===== src/rtl/seg7_pkg.sv =====
// seg7_pkg: shared types and constants for the 7-segment scanner.
//   state_t         FSM state encoding (IDLE / CONVERT / LOAD)
//   SEG_*           active-high segment patterns, bit0 = a ... bit6 = g
//   seg_decode()    BCD digit to active-high segment pattern
//   pow10()         10**n, used to size the overflow threshold
package seg7_pkg;

  typedef logic [1:0] state_t;

  localparam state_t ST_IDLE    = 2'd0;
  localparam state_t ST_CONVERT = 2'd1;
  localparam state_t ST_LOAD    = 2'd2;

  localparam logic [6:0] SEG_0     = 7'h3F;
  localparam logic [6:0] SEG_1     = 7'h06;
  localparam logic [6:0] SEG_2     = 7'h5B;
  localparam logic [6:0] SEG_3     = 7'h4F;
  localparam logic [6:0] SEG_4     = 7'h66;
  localparam logic [6:0] SEG_5     = 7'h6D;
  localparam logic [6:0] SEG_6     = 7'h7D;
  localparam logic [6:0] SEG_7     = 7'h07;
  localparam logic [6:0] SEG_8     = 7'h7F;
  localparam logic [6:0] SEG_9     = 7'h6F;
  localparam logic [6:0] SEG_BLANK = 7'h00;
  localparam logic [6:0] SEG_DASH  = 7'h40;

  function automatic logic [6:0] seg_decode(input logic [3:0] d);
    logic [6:0] p;
    case (d)
      4'd0:    p = SEG_0;
      4'd1:    p = SEG_1;
      4'd2:    p = SEG_2;
      4'd3:    p = SEG_3;
      4'd4:    p = SEG_4;
      4'd5:    p = SEG_5;
      4'd6:    p = SEG_6;
      4'd7:    p = SEG_7;
      4'd8:    p = SEG_8;
      4'd9:    p = SEG_9;
      default: p = SEG_BLANK;
    endcase
    return p;
  endfunction

  function automatic longint unsigned pow10(input int unsigned n);
    longint unsigned r;
    r = 64'd1;
    for (int unsigned i = 0; i < n; i++) r = r * 64'd10;
    return r;
  endfunction

endpackage


===== src/rtl/seg7_bin2bcd.sv =====
// seg7_bin2bcd: sequential double-dabble binary-to-BCD converter.
//   clk_in, rst_in  clock, asynchronous active-high reset
//   start           pulse: capture bin and begin converting
//   bin             binary value, sampled when start is high
//   bcd             DIGITS packed BCD nibbles (nibble 0 = units); complete the cycle after done
//   done            high during the final shift cycle
// Takes exactly WIRES shift cycles. Digits beyond DIGITS are dropped; the caller flags overflow.
module seg7_bin2bcd
  import seg7_pkg::*;
#(
  parameter int unsigned WIRES  = 4,
  parameter int unsigned DIGITS = 4
) (
  input  logic                  clk_in,
  input  logic                  rst_in,
  input  logic                  start,
  input  logic [WIRES-1:0]      bin,
  output logic [4*DIGITS-1:0]   bcd,
  output logic                  done
);

  localparam int unsigned CW = (WIRES > 1) ? $clog2(WIRES) : 1;
  localparam logic [CW-1:0] LAST = CW'(WIRES - 1);

  logic                active_q;
  logic [CW-1:0]       cnt_q;
  logic [WIRES-1:0]    bin_q;
  logic [4*DIGITS-1:0] bcd_q;
  logic [4*DIGITS-1:0] adj;
  logic [4*DIGITS-1:0] bcd_step;

  // Add-3 correction on every nibble, then shift in the next binary MSB.
  always_comb begin
    adj = bcd_q;
    for (int i = 0; i < int'(DIGITS); i++) begin
      if (adj[4*i +: 4] >= 4'd5) adj[4*i +: 4] = adj[4*i +: 4] + 4'd3;
    end
    bcd_step = {adj[4*DIGITS-2:0], bin_q[WIRES-1]};
  end

  always_ff @(posedge clk_in or posedge rst_in) begin
    if (rst_in) begin
      active_q <= 1'b0;
      cnt_q    <= '0;
      bin_q    <= '0;
      bcd_q    <= '0;
    end else if (start) begin
      active_q <= 1'b1;
      cnt_q    <= '0;
      bin_q    <= bin;
      bcd_q    <= '0;
    end else if (active_q) begin
      bcd_q <= bcd_step;
      bin_q <= bin_q << 1;
      cnt_q <= cnt_q + CW'(1);
      if (cnt_q == LAST) active_q <= 1'b0;
    end
  end

  assign done = active_q && (cnt_q == LAST);
  assign bcd  = bcd_q;

endmodule


===== src/rtl/seg7_scanner.sv =====
// seg7_scanner: converts a binary count to decimal and multiplexes it onto DIGITS
// 7-segment digits.
//   clk_in, rst_in  clock, asynchronous active-high reset
//   value_in        unsigned binary value to display
//   seg_out         segments a..g of the digit currently enabled (bit0 = a)
//   dp_out          decimal point, always inactive
//   an_out          one-hot digit enable, bit0 = least significant digit
//   busy_out        high while a conversion (CONVERT or LOAD) is in progress
// COMMON_ANODE=1 makes seg_out/dp_out/an_out active-low.
module seg7_scanner
  import seg7_pkg::*;
#(
  parameter int unsigned WIRES        = 4,
  parameter int unsigned DIGITS       = 4,
  parameter int unsigned SCAN_SCALE   = 16,
  parameter int unsigned COMMON_ANODE = 1
) (
  input  logic              clk_in,
  input  logic              rst_in,
  input  logic [WIRES-1:0]  value_in,
  output logic [6:0]        seg_out,
  output logic              dp_out,
  output logic [DIGITS-1:0] an_out,
  output logic              busy_out
);

  localparam int unsigned     IDX_W  = (DIGITS > 1) ? $clog2(DIGITS) : 1;
  localparam logic            INV    = (COMMON_ANODE != 0);
  localparam logic [6:0]      SEG_OFF = {7{INV}};
  localparam logic [DIGITS-1:0] AN_OFF = {DIGITS{INV}};
  localparam longint unsigned LIMIT  = pow10(DIGITS);

  state_t               state_q, state_d;
  logic [WIRES-1:0]     value_q;
  logic                 valid_q;
  logic                 conv_start;
  logic                 conv_done;
  logic [4*DIGITS-1:0]  bcd;
  logic                 overflow;
  logic [6:0]           disp_q   [DIGITS];
  logic [6:0]           disp_new [DIGITS];
  logic [3:0]           nib;
  logic                 seen;
  logic [SCAN_SCALE-1:0] presc_q;
  logic [IDX_W-1:0]     idx_q;
  logic [6:0]           seg_q;
  logic [DIGITS-1:0]    an_q;

  seg7_bin2bcd #(
    .WIRES  (WIRES),
    .DIGITS (DIGITS)
  ) u_bin2bcd (
    .clk_in (clk_in),
    .rst_in (rst_in),
    .start  (conv_start),
    .bin    (value_in),
    .bcd    (bcd),
    .done   (conv_done)
  );

  // Conversion control
  always_comb begin
    state_d    = state_q;
    conv_start = 1'b0;
    unique case (state_q)
      ST_IDLE: begin
        if (!valid_q || (value_in != value_q)) begin
          conv_start = 1'b1;
          state_d    = ST_CONVERT;
        end
      end
      ST_CONVERT: if (conv_done) state_d = ST_LOAD;
      ST_LOAD:    state_d = ST_IDLE;
      default:    state_d = ST_IDLE;
    endcase
  end

  assign overflow = (64'(value_q) >= LIMIT);

  // New display contents: dashes on overflow, otherwise numerals with leading zeros blanked.
  always_comb begin
    seen = 1'b0;
    nib  = '0;
    for (int i = int'(DIGITS) - 1; i >= 0; i--) begin
      nib  = bcd[4*i +: 4];
      seen = seen | (nib != 4'd0);
      if (overflow)             disp_new[i] = SEG_DASH;
      else if (seen || i == 0)  disp_new[i] = seg_decode(nib);
      else                      disp_new[i] = SEG_BLANK;
    end
  end

  always_ff @(posedge clk_in or posedge rst_in) begin
    if (rst_in) begin
      state_q <= ST_IDLE;
      value_q <= '0;
      valid_q <= 1'b0;
      for (int i = 0; i < int'(DIGITS); i++) disp_q[i] <= SEG_BLANK;
    end else begin
      state_q <= state_d;
      if (conv_start) value_q <= value_in;
      if (state_q == ST_LOAD) begin
        valid_q <= 1'b1;
        for (int i = 0; i < int'(DIGITS); i++) disp_q[i] <= disp_new[i];
      end
    end
  end

  // Digit scan runs independently of the conversion FSM.
  always_ff @(posedge clk_in or posedge rst_in) begin
    if (rst_in) begin
      presc_q <= '0;
      idx_q   <= '0;
      seg_q   <= SEG_OFF;
      an_q    <= AN_OFF;
    end else begin
      presc_q <= presc_q + SCAN_SCALE'(1);
      if (&presc_q) begin
        idx_q <= (idx_q == IDX_W'(DIGITS - 1)) ? '0 : idx_q + IDX_W'(1);
      end
      an_q  <= (DIGITS'(1) << idx_q) ^ AN_OFF;
      seg_q <= disp_q[idx_q] ^ SEG_OFF;
    end
  end

  assign seg_out  = seg_q;
  assign an_out   = an_q;
  assign dp_out   = INV;
  assign busy_out = (state_q != ST_IDLE);

endmodule

===== config.mk =====
export PLATFORM = sky130hd
export DESIGN_NAME = seg7_scanner
export DESIGN_NICKNAME = d
export VERILOG_FILES = /design/src/rtl/seg7_pkg.sv /design/src/rtl/seg7_bin2bcd.sv /design/src/rtl/seg7_scanner.sv
export SDC_FILE = /design/constraint.sdc
export NUM_CORES = 1
export LEC_CHECK = 0
export BUFFER_PORTS_ARGS = -buffer_cell sky130_fd_sc_hd__buf_2
export CAP_MARGIN = 20
export CORE_UTILIZATION = 59
export DETAILED_ROUTE_END_ITERATION = 10
export PLACE_DENSITY = 0.76
export SETUP_SLACK_MARGIN = 0.4
export SLEW_MARGIN = 25
export SYNTH_ARGS = -nofsm -noshare
export SYNTH_HDL_FRONTEND = slang
export SYNTH_SLANG_ARGS = --single-unit
export TNS_END_PERCENT = 20

===== constraint.sdc =====
create_clock -name clk_in -period 7.1 [get_ports clk_in]
set_input_delay 0.355 -clock clk_in [delete_from_list [all_inputs] [get_ports clk_in]]
set_output_delay 0.355 -clock clk_in [all_outputs]
set_load 0.02 [all_outputs]

# == Word level (Yosys, flattened, before mapping) ==
# Memory sizes are Yosys's and may differ from the RTL's. A register that Yosys moved wholly into a read port is not among the register bits.
# Index checks and enable logic that the tools add are counted.
# totals
n_memories,4
wordCells,79
romBits,448
output_inout_bits,13
input_bits,6
regBits,80
# mem_list
name,words,word_bits,rd,rd_clocked_by_memory_dff,wr,line,source
(name not given),16,7,1,0,0,seg7_pkg.sv:29,case (d)
(name not given),16,7,1,0,0,seg7_pkg.sv:29,
(name not given),16,7,1,0,0,seg7_pkg.sv:29,
(name not given),16,7,1,1,0,seg7_pkg.sv:29,
# classes
n_bitwise,5
shift,1
mux,25
add_sub_neg,7
n_eq_ne,7
magnitude_cmp,5
reduce_logical,11
# ops
op,count
$mux 7,5
$mux 16,2
$mux 4,5
$add 16x1->16 const B,1
$ge 4x3->1 const B,4
$reduce_and 16->1,1
$bmux 7 s2,1
$add 4x2->4 const B,3
$reduce_bool 4->1,3
$mux 2,5
$not 7->7,1
$eq 2x2->1 const B,3
$mux 1,5
$add 2x1->2 const B,2
$ne 2x2->1 const B,2
$ne 4x4->1,1
$not 4->4,1
$pmux 2 s2,1
$reduce_bool 2->1,2
$shl 1x2->4 const A,1
$add 3x2->3 const B,1
$ge 3x3->1 const B,1
$mux 3,1
$not 2->3,1
7 further kinds,8

# == Depth between registers and ports, before layout ==
# Gate-level depths: netlist of the first run.
# depth
ltp_word,5
mapped_depth,6
ltp_nobuf,6

# == Modules after synthesis ==
# Synthesis of the first run repeated with hierarchy kept, for this count alone.
# hier_totals
hier_cells,461
hier_area_um2,4670.7
# by_module_without_submodules
module,n_inst,seq_area_each_um2,cells_per_inst,area_each_um2
seg7_scanner,1,1615.3,320,3359.5
seg7_bin2bcd,1,575.6,141,1311.3

# == Worst setup path after synthesis of the first run ==
# No wires, ideal clock.
# synth_timing
kind,register to register
from,"register u_bin2bcd.bcd_q[13], in the netlist u_bin2bcd.bcd[13]"
to,register disp_q[15] (netlist name)
required_ns,6.974
slack_ns,5.351
setup_ns,0.126
arrival_time_ns,1.622
path_stages_with_launch,7
period_less_slack_ns,1.749
path_buffers,0
cell_sequence,dfrtp_1 > inv_1 > ha_1 > nor2b_2 > nand3_2 > o311a_1 > a221o_1
# synth_via
elab_chain_len,4
# synth_lines
item,line,source
from (decl),seg7_bin2bcd.sv:28,logic [4*DIGITS-1:0] bcd_q;
from (signal assigned),seg7_bin2bcd.sv:53,bcd_q <= bcd_step;
$reduce_bool 4->1,seg7_scanner.sv:86,seen = seen | (nib != 4'd0);
$or 1x1->1 (2 in series),seg7_scanner.sv:86,
$mux 7,seg7_scanner.sv:88,else if (seen || i == 0) disp_new[i] = seg_decode(nib);
to (decl),seg7_scanner.sv:40,logic [6:0] disp_q [DIGITS];
# Every way passes these cells.
# A chain may end at the register's enable or synchronous reset.

# == Final worst setup path of the first run ==
# layout_timing
from,register u_bin2bcd.active_q
to,"register u_bin2bcd.bcd_q[5], in the netlist u_bin2bcd.bcd[5]"
# layout_via
elab_chain_len,1
# layout_lines
item,line,source
from (decl),seg7_bin2bcd.sv:25,logic active_q;
from (signal assigned),seg7_bin2bcd.sv:43,active_q <= 1'b0;
from (signal assigned),seg7_bin2bcd.sv:48,active_q <= 1'b1;
from (signal assigned),seg7_bin2bcd.sv:56,if (cnt_q == LAST) active_q <= 1'b0;
$reduce_bool 2->1 (no source line),n/a,
# Every way passes these cells.

==> implementation parameters, run 1 <==
Parameter                              Value

Pwr
  Cell area power density ... 395 mW/mm2
  Combinational Power Share ... 0.374
  Reg power frac ... 0.449
  Net Sw Power ... 0.761 mW
  Internal ... 1.17 mW
  Worst supply voltage drop on vdd ... 0.000262 V
  Switching part of the total power ... 0.395
  Proportion of power drawn by the clock network ... 0.177
  Leakage ... 2.24 nW

Yosys
  Predominant post-synthesis flop cell ... dfrtp_1
  Post-synth cell types ... 50
  Proportion of synthesized chip area in sequential cells ... 0.481
  Number of warnings printed during yosys synthesis ... 0
  Most repeated cell in the gate-level netlist after synthesis ... dfrtp_1
  Area share of the leading cell type in the synthesized netlist ... 0.417
  Number of register bits inferred by synthesis ... 87
  Top cells by area, synth ... dfrtp_1 42%, ha_1 7.7%, dfstp_2 6.3%
  Area of the mapped netlist ... 0.00456 mm2
  Mean instance size in the synthesized netlist ... 10.3 um2
  Share of flip-flops with an asynchronous set or reset ... 1.00
  Synth cell count leaders ... 76 x dfrtp_1, 45 x nand2_1, 35 x o21ai_0, 32 x inv_1, 28 x ha_1
  Number of synthesized flops with an enable pin ... 0
  Number of standard cells after synthesis ... 443
  Cell type contributing the most total cell area after synthesis ... dfrtp_1
  Number of nets in the synthesized netlist ... 477

Clock network
  Post-cts sizing count ... 0
  TritonCTS buffer count ... 9
  H-Tree Depth ... 3
  Number of hold-repair buffers added at the cts stage ... 0
  Insertion delay to the later sink of the worst-skew pair ... 0.36 ns
  Clock tree from TritonCTS ... yes
  Worst-path clk slew ... 0.09 ns
  Maximum clock insertion buffer count ... 2
  Buffer type at the clock tree root ... clkbuf_8
  Post-CTS setup buffer count ... 0
  Clock sinks ... 87

Finish
  Antenna cells ... 0
  Area growth from synthesis to layout ... 7.11%
  Design Area, Final ... 0.00488 mm2
  Post-layout utilization of the core ... 0.662
  Fraction of final layout cells sized beyond drive strength 1 ... 0.171
  Final nets ... 486

Setup path
  End of the worst register-to-register path ... u_bin2bcd.bcd[5]
  Classification of the worst setup path ... register to register
  Crit path buffers/inverters ... 1
  Family of cells with the greatest summed delay on the critical path ... flip-flops
  Worst r2r path cells ... 3
  Data arrival time of the critical path ... 2.41 ns
  Largest fanout on the critical path ... 33
  Launch instance of the worst register-to-register path ... u_bin2bcd.active_q
  Required time worst endpoint ... 7.36 ns
  Type of element launching the critical path ... register
  Worst-path cell with the longest stage delay ... dfrtp_1
  Crit path cell chain ... inv_1 > or3_1 > a31oi_1
  Critical path endpoint category ... register
  Stage delay of the slowest cell on the critical path ... 1.01 ns
  Reg-to-reg slack, setup ... 4.95 ns

Drt
  Detail-routed net length per standard cell ... 14.8 um
  Remaining design rule violation count ... 0
  Post-detailed-route count of antenna-violating nets ... 0
  Drt via density ... 5.56
  Routed via count ... 3,091
  Post-detailed-routing wire length ... 8.20 mm
  Drt first-iter violations ... 82
  First-pass iteration count of the detailed router ... 4

Global route
  Remaining global-route overflow ... 0
  Largest net degree at the start of global routing ... 47
  Global router's overall resource usage ... 0.217
  First-pass GRT wire length ... 13.9 mm
  Initial antenna violation count ... 0
  Via count of the first global-routing pass ... 2,903

Placed design
  Count of buffers from port buffering ... 17
  Dpl hpwl ... 5.91 mm
  Area post-placement ... 0.00469 mm2
  Worst setup slack before clock tree synthesis ... 4.97 ns
  Final weighted congestion in routability-driven placement ... 0.829

STA
  Final worst-path cycle share ... 0.303
  Post-route clock skew ... 0.0130 ns
  Least setup slack across all paths after layout ... 4.95 ns
  Final setup vio count ... 0
  Number of max-slew violations in the final report ... 0
  Final hold slack ... 0.0734 ns
  Post-route minimum period ... 2.15 ns
  Unrepaired setup endpoints after global routing ... no
  Achievable frequency ... 0.465 GHz
  Setup TNS ... 0 ns
  Hold violation total from the final report ... 0
  Worst-Margin Slew ... 1.01 ns
  Worst rel slew slack ... 0.329

Floorplan
  Initial standard-cell utilization of the core ... 0.619
  Chip width ... 89.9 um
  Placeable core area ... 0.00737 mm2
  Vert. Die Dim ... 89.9 um
  Count of boundary I/O pins ... 19
  DIE AREA ... 0.00808 mm2
  Core Rows ... 31

Status
  Run status ... finished, final reports clean

Hold path
  Worst hold path type ... input port to async pin

Run
  Number of violations of the max-capacitance limit ... 0
==> cell usage in the layout (no fill, tap or decap), types with 3 or more instances in the layout <==
cell | netlist | routed
a211oi_1 | 3 | 3
a21oi_1 | 26 | 26
a221o_1 | 5 | 5
a311oi_1 | 3 | 3
a31oi_1 | 9 | 9
and2_1 | 3 | 3
buf_2 | 12 | 17
clkbuf_8 | 0 | 9
dfrtp_1 | 76 | 76
dfstp_2 | 11 | 11
ha_1 | 28 | 28
inv_1 | 32 | 31
mux2_2 | 14 | 14
mux2i_1 | 5 | 5
mux4_2 | 7 | 7
nand2_1 | 45 | 45
nand2b_1 | 14 | 14
nand3_1 | 17 | 17
nor2_1 | 23 | 23
nor2b_1 | 3 | 3
nor3_1 | 4 | 4
o21ai_0 | 35 | 35
or3_1 | 7 | 7
xnor2_1 | 13 | 13
xor2_1 | 7 | 7
==> power by group through the flow <==
stage	combinational [mW]	sequential, mW	clock [mW]
after global routing	0.825	0.892	0.370
after global placement	0.692	0.861	0
after CTS	0.726	0.864	0.349
final	0.721	0.866	0.341
after floorplan	0.615	0.792	0
after detailed placement	0.721	0.875	0
==> routing by layer <==
metal  wire length, um  GRT usage
met4               156     0.0685
met2              3850      0.328
met5                 0          0
met3               269     0.0516
met1              3930      0.314
==> logic make-up after synthesis <==
| kind of cell | synth area share |
|---|---|
| muxes | 0.0851 |
| and+or+nand+nor | 0.154 |
| AOI/OAI and AO/OA | 0.117 |
| buffers and inverters | 0.0478 |
| other | 0.000823 |
| adders and majority gates | 0.0769 |
| DFF | 0.481 |
| xor gates and xnor gates | 0.0384 |
==> per-stage QoR <==
| stage | power, mW | std cells |
|---|---|---|
| final | 1.93 | 556 |
| after floorplan | 1.41 | 443 |
| after global placement | 1.55 | 540 |
| after detailed placement | 1.60 | 540 |
| after global routing | 2.09 | 556 |
| after CTS | 1.94 | 556 |
==> worst max-delay path by stage <==
stage                     depth (start not counted)                end                from
after floorplan                                   1          disp_q[0]              rst_in
after global placement                            3   u_bin2bcd.bcd[1]  u_bin2bcd.active_q
after detailed placement                          3  u_bin2bcd.bcd[13]  u_bin2bcd.active_q
after CTS                                         3  u_bin2bcd.bcd[13]  u_bin2bcd.active_q
after global routing                              3   u_bin2bcd.bcd[9]  u_bin2bcd.active_q
final                                             3   u_bin2bcd.bcd[5]  u_bin2bcd.active_q
==> state kept, by name (all words and copies together), names as in the netlist <==
name                count
value_q                 4
state_q                 2
disp_q                 28
presc_q                16
seg_out                 7
valid_q                 1
u_bin2bcd.bin_q         4
idx_q                   2
u_bin2bcd.bcd          16
u_bin2bcd.cnt_q         2
u_bin2bcd.active_q      1
an_out                  4
==> worst reg2reg max path: stages (launching register included) <==
cell     delay [ns]
dfrtp_1        1.01
inv_1          0.44
or3_1          0.45
a31oi_1        0.17
==> layout make-up <==
type / count / area [um2]
tap: 99 / 124
fill: 613 / 2490
sequential: 87 / 2190
clock buffer: 10 / 128
inverter: 32 / 121
clock inverter: 6 / 68.8
multi-input combinational: 303 / 2150
timing repair buffer: 19 / 100
No activity file was read; power rests on OpenSTA's default activity.
==> run 2, diff against run 1 <==
ABC_AREA = 1   (was default)
clock period = 2.1 ns   (was 7.1 ns; I/O delays follow)
==> run 2 against run 1 <==
Effect of this change:
- sequential power rose to 3.0 times the previous value
- via count up 17%
- non-clock buffer count up 8
- worst setup slack worse by 4.4 ns
- clock power rose to 3.1 times the previous value
==> implementation parameters, run 2 <==
Parameter                              Value

Hold path
  Worst hold path type ... input port to register

Drt
  Remaining design rule violation count ... 0 (unchanged)
  Drt via density ... 5.23 (-5.9%)
  Post-detailed-routing wire length ... 9.31 mm (+14%)
  Routed via count ... 3,626 (+17%)
  Post-detailed-route count of antenna-violating nets ... 0 (unchanged)
  Drt first-iter violations ... 222 (+170%)
  First-pass iteration count of the detailed router ... 5 (+1)
  Detail-routed net length per standard cell ... 13.4 um (-8.9%)

STA
  Final worst-path cycle share ... 0.748 (+0.445)
  Post-route minimum period ... 1.57 ns (-0.581 ns)
  Achievable frequency ... 0.637 GHz (+37%)
  Worst rel slew slack ... 0.528 (+0.199)
  Post-route clock skew ... 0.0139 ns (+0.000857 ns)
  Setup TNS ... 0 ns (unchanged)
  Hold violation total from the final report ... 0 (unchanged)
  Number of max-slew violations in the final report ... 0 (unchanged)
  Final setup vio count ... 0 (unchanged)
  Worst-Margin Slew ... 0.706 ns (-0.301 ns)
  Unrepaired setup endpoints after global routing ... yes

Global route
  Initial antenna violation count ... 0 (unchanged)
  Global router's overall resource usage ... 0.241 (+0.0240)
  Largest net degree at the start of global routing ... 39 (-17%)
  Remaining global-route overflow ... 0 (unchanged)
  Via count of the first global-routing pass ... 3,543 (+22%)
  First-pass GRT wire length ... 16.1 mm (+16%)

Clock network
  Maximum clock insertion buffer count ... 2 (unchanged)
  Buffer type at the clock tree root ... clkbuf_8
  Insertion delay to the later sink of the worst-skew pair ... 0.36 ns (about the same)
  Clock sinks ... 87 (unchanged)
  H-Tree Depth ... 3 (unchanged)
  TritonCTS buffer count ... 9 (unchanged)
  Clock tree from TritonCTS ... yes
  Worst-path clk slew ... 0.09 ns (about the same)

Floorplan
  Placeable core area ... 0.00777 mm2 (+5.4%)
  Count of boundary I/O pins ... 19 (unchanged)
  DIE AREA ... 0.00842 mm2 (+4.2%)
  Initial standard-cell utilization of the core ... 0.612 (-0.00671)
  Core Rows ... 32 (+3.2%)
  Chip width ... 91.7 um (+2.1%)
  Vert. Die Dim ... 91.7 um (+2.1%)

Yosys
  Most repeated cell in the gate-level netlist after synthesis ... nand2_1
  Area share of the leading cell type in the synthesized netlist ... 0.400 (-0.0170)
  Predominant post-synthesis flop cell ... dfrtp_1
  Synth cell count leaders ... 107 x nand2_1, 98 x inv_1, 76 x dfrtp_1, 36 x nand3_1, 36 x o21ai_0
  Number of register bits inferred by synthesis ... 87 (unchanged)
  Proportion of synthesized chip area in sequential cells ... 0.461 (-0.0196)
  Post-synth cell types ... 42 (-16%)
  Number of standard cells after synthesis ... 568 (+28%)
  Share of flip-flops with an asynchronous set or reset ... 1.00 (unchanged)
  Number of warnings printed during yosys synthesis ... 0 (unchanged)
  Number of synthesized flops with an enable pin ... 0 (unchanged)
  Area of the mapped netlist ... 0.00475 mm2 (+4.3%)
  Top cells by area, synth ... dfrtp_1 40%, nand2_1 8.5%, inv_1 7.7%
  Mean instance size in the synthesized netlist ... 8.37 um2 (-19%)
  Cell type contributing the most total cell area after synthesis ... dfrtp_1
  Number of nets in the synthesized netlist ... 602 (+26%)

Pwr
  Proportion of power drawn by the clock network ... 0.173 (-0.004)
  Combinational Power Share ... 0.411 (+0.037)
  Post-route total power ... 6.19 mW (+220%)
  Reg power frac ... 0.417 (-0.032)
  Switching part of the total power ... 0.423 (+0.0280)
  Cell area power density ... 1200 mW/mm2 (+200%)
  Worst supply voltage drop on vdd ... 0.000639 V (+140%)
  Leakage ... 2.56 nW (+14%)
  Net Sw Power ... 2.62 mW (+240%)
  Internal ... 3.57 mW (+210%)

Finish
  Antenna cells ... 0 (unchanged)
  Top register by number of flip-flops ... disp_q
  Total area of multi-input combinational cells ... 0.00207 mm2 (-3.6%)
  Final nets ... 620 (+28%)
  Post-layout utilization of the core ... 0.662 (-0.000752)
  Sequential standard cell area ... 0.00220 mm2 (+0.29%)
  Leading cell type in the layout, fill and taps excluded ... nand2_1
  Most used cells in the layout excluding fill and tap cells ... 106 x nand2_1, 91 x inv_1, 71 x dfrtp_1
  Total of fill cells in the finished design ... 658 (+7.3%)
  Number of flip-flops under the largest register name ... 28 (unchanged)
  Area growth from synthesis to layout ... 8.16%
  Fraction of final layout cells sized beyond drive strength 1 ... 0.156 (-0.0150)

Status
  Run status ... finished, final reports clean

Setup path
  Critical path endpoint category ... register
  Classification of the worst setup path ... register to register
  Crit path buffers/inverters ... 1 (unchanged)
  Largest fanout on the critical path ... 7 (-79%)
  Required time worst endpoint ... 2.34 ns (-5.02 ns)
  Crit path cell chain ... inv_1 > ha_2 > nand4_2 > nor2_2 > nand2_2 > nand3_1 > o21ai_0
  Data arrival time of the critical path ... 1.81 ns (-0.60 ns)
  Worst-path cell with the longest stage delay ... dfrtp_1
  Stage delay of the slowest cell on the critical path ... 0.44 ns (-0.57 ns)
  Family of cells with the greatest summed delay on the critical path ... simple AND/OR/NAND/NOR gates
  Type of element launching the critical path ... register

Placed design
  Dpl hpwl ... 6.65 mm (+13%)
  Count of buffers from port buffering ... 17 (unchanged)
  Final weighted congestion in routability-driven placement ... 0.889 (+7.3%)

Run
  Number of violations of the max-capacitance limit ... 0 (unchanged)
[run 2: cell types whose count changed in the layout (fill, tap and decap cells not counted), sizes merged, moves of 8 or more]
cell    change
a21oi      +10
a22oi      +10
a31oi       -8
inv        +71
mux2       -16
nand2      +64
nand2b     -14
nand3      +20
nor2       +15
o22ai      +10
[run 2: power groups by stage]
stage | sequential [mW] | clock, mW | combinational [mW]
after floorplan | 2.55 | 0 | 1.96
after global placement | 2.56 | 0 | 2.39
after detailed placement | 2.60 | 0 | 2.46
after CTS | 2.57 | 1.10 | 2.48
after global routing | 2.63 | 1.16 | 2.93
final | 2.58 | 1.07 | 2.54
[run 2: final timing paths]
| path | start | end | slack [ns] | cells after the start |
|---|---|---|---|---|
| worst min-delay path | value_in[0] | u_bin2bcd.bin_q[0] | 0.03 | 3 |
| worst max-delay path | u_bin2bcd.bcd[12] | disp_q[15] | 0.53 | 7 |
| min in group asynchronous | rst_in | u_bin2bcd.cnt_q[0] | 0.40 | 3 |
| max in group asynchronous | rst_in | disp_q[0] | 1.02 | 4 |
| worst max register to register | u_bin2bcd.bcd[12] | disp_q[15] | 0.53 | 7 |
| worst min register to register | presc_q[0] | presc_q[0] | 0.46 | 1 |
[run 2: worst reg2reg max path: cells and delay by family, from the launching register on]
kind | cells | cell delay (ns)
and+or+nand+nor | 4 | 0.50
AOI/OAI and AO/OA | 1 | 0.08
adders and majority gates | 1 | 0.26
buffers and inverters | 1 | 0.18
DFF | 1 | 0.44
[run 2: metrics by stage]
step	hold slack (ns)	cell area [um2]	std cells	setup slack [ns]
after detailed placement	0.256	4900	672	0.402
final	0.0348	5140	693	0.530
after floorplan	0.262	4760	568	0.598
after CTS	0.0270	5090	689	0.385
after global placement	0.231	4900	672	0.464
after global routing	0.0547	5140	693	0.367
[run 2: cell type report]
cell class | count | area share
Inverter | 103 | 0.0759
Timing Repair Buffer | 27 | 0.0341
Multi-Input combinational cell | 358 | 0.403
Clock buffer | 9 | 0.0241
Tap cell | 102 | 0.0248
Clock inverter | 7 | 0.0105
Sequential cell | 87 | 0.427
[run 2: layer usage]
metal / global-route usage / share of wire
met5: 0 / 0
met4: 0.0612 / 0.012
met3: 0.0489 / 0.037
met2: 0.415 / 0.49
met1: 0.313 / 0.46
[run 2: cell families (layout without fill, tap and decap cells)]
kind of cell               count (synthesis)  in the layout  synth area share
other                                      1              1          0.000789
xor gates and xnor gates                  16             16            0.0295
and+or+nand+nor                          204            204             0.197
AOI/OAI and AO/OA                        109            109             0.132
buffers and inverters                    123            146             0.106
adders and majority gates                 28             28            0.0737
DFF                                       87             87             0.461
[run 2: timing repair]
item	4_1_cts	5_1_grt
hold buffers	1	0
endpoints found under the hold margin	20	0
gates resized for setup	2	16
buffers inserted	0	4
gates cloned	0	0
setup endpoints to repair	2	17
pin swaps	0	1
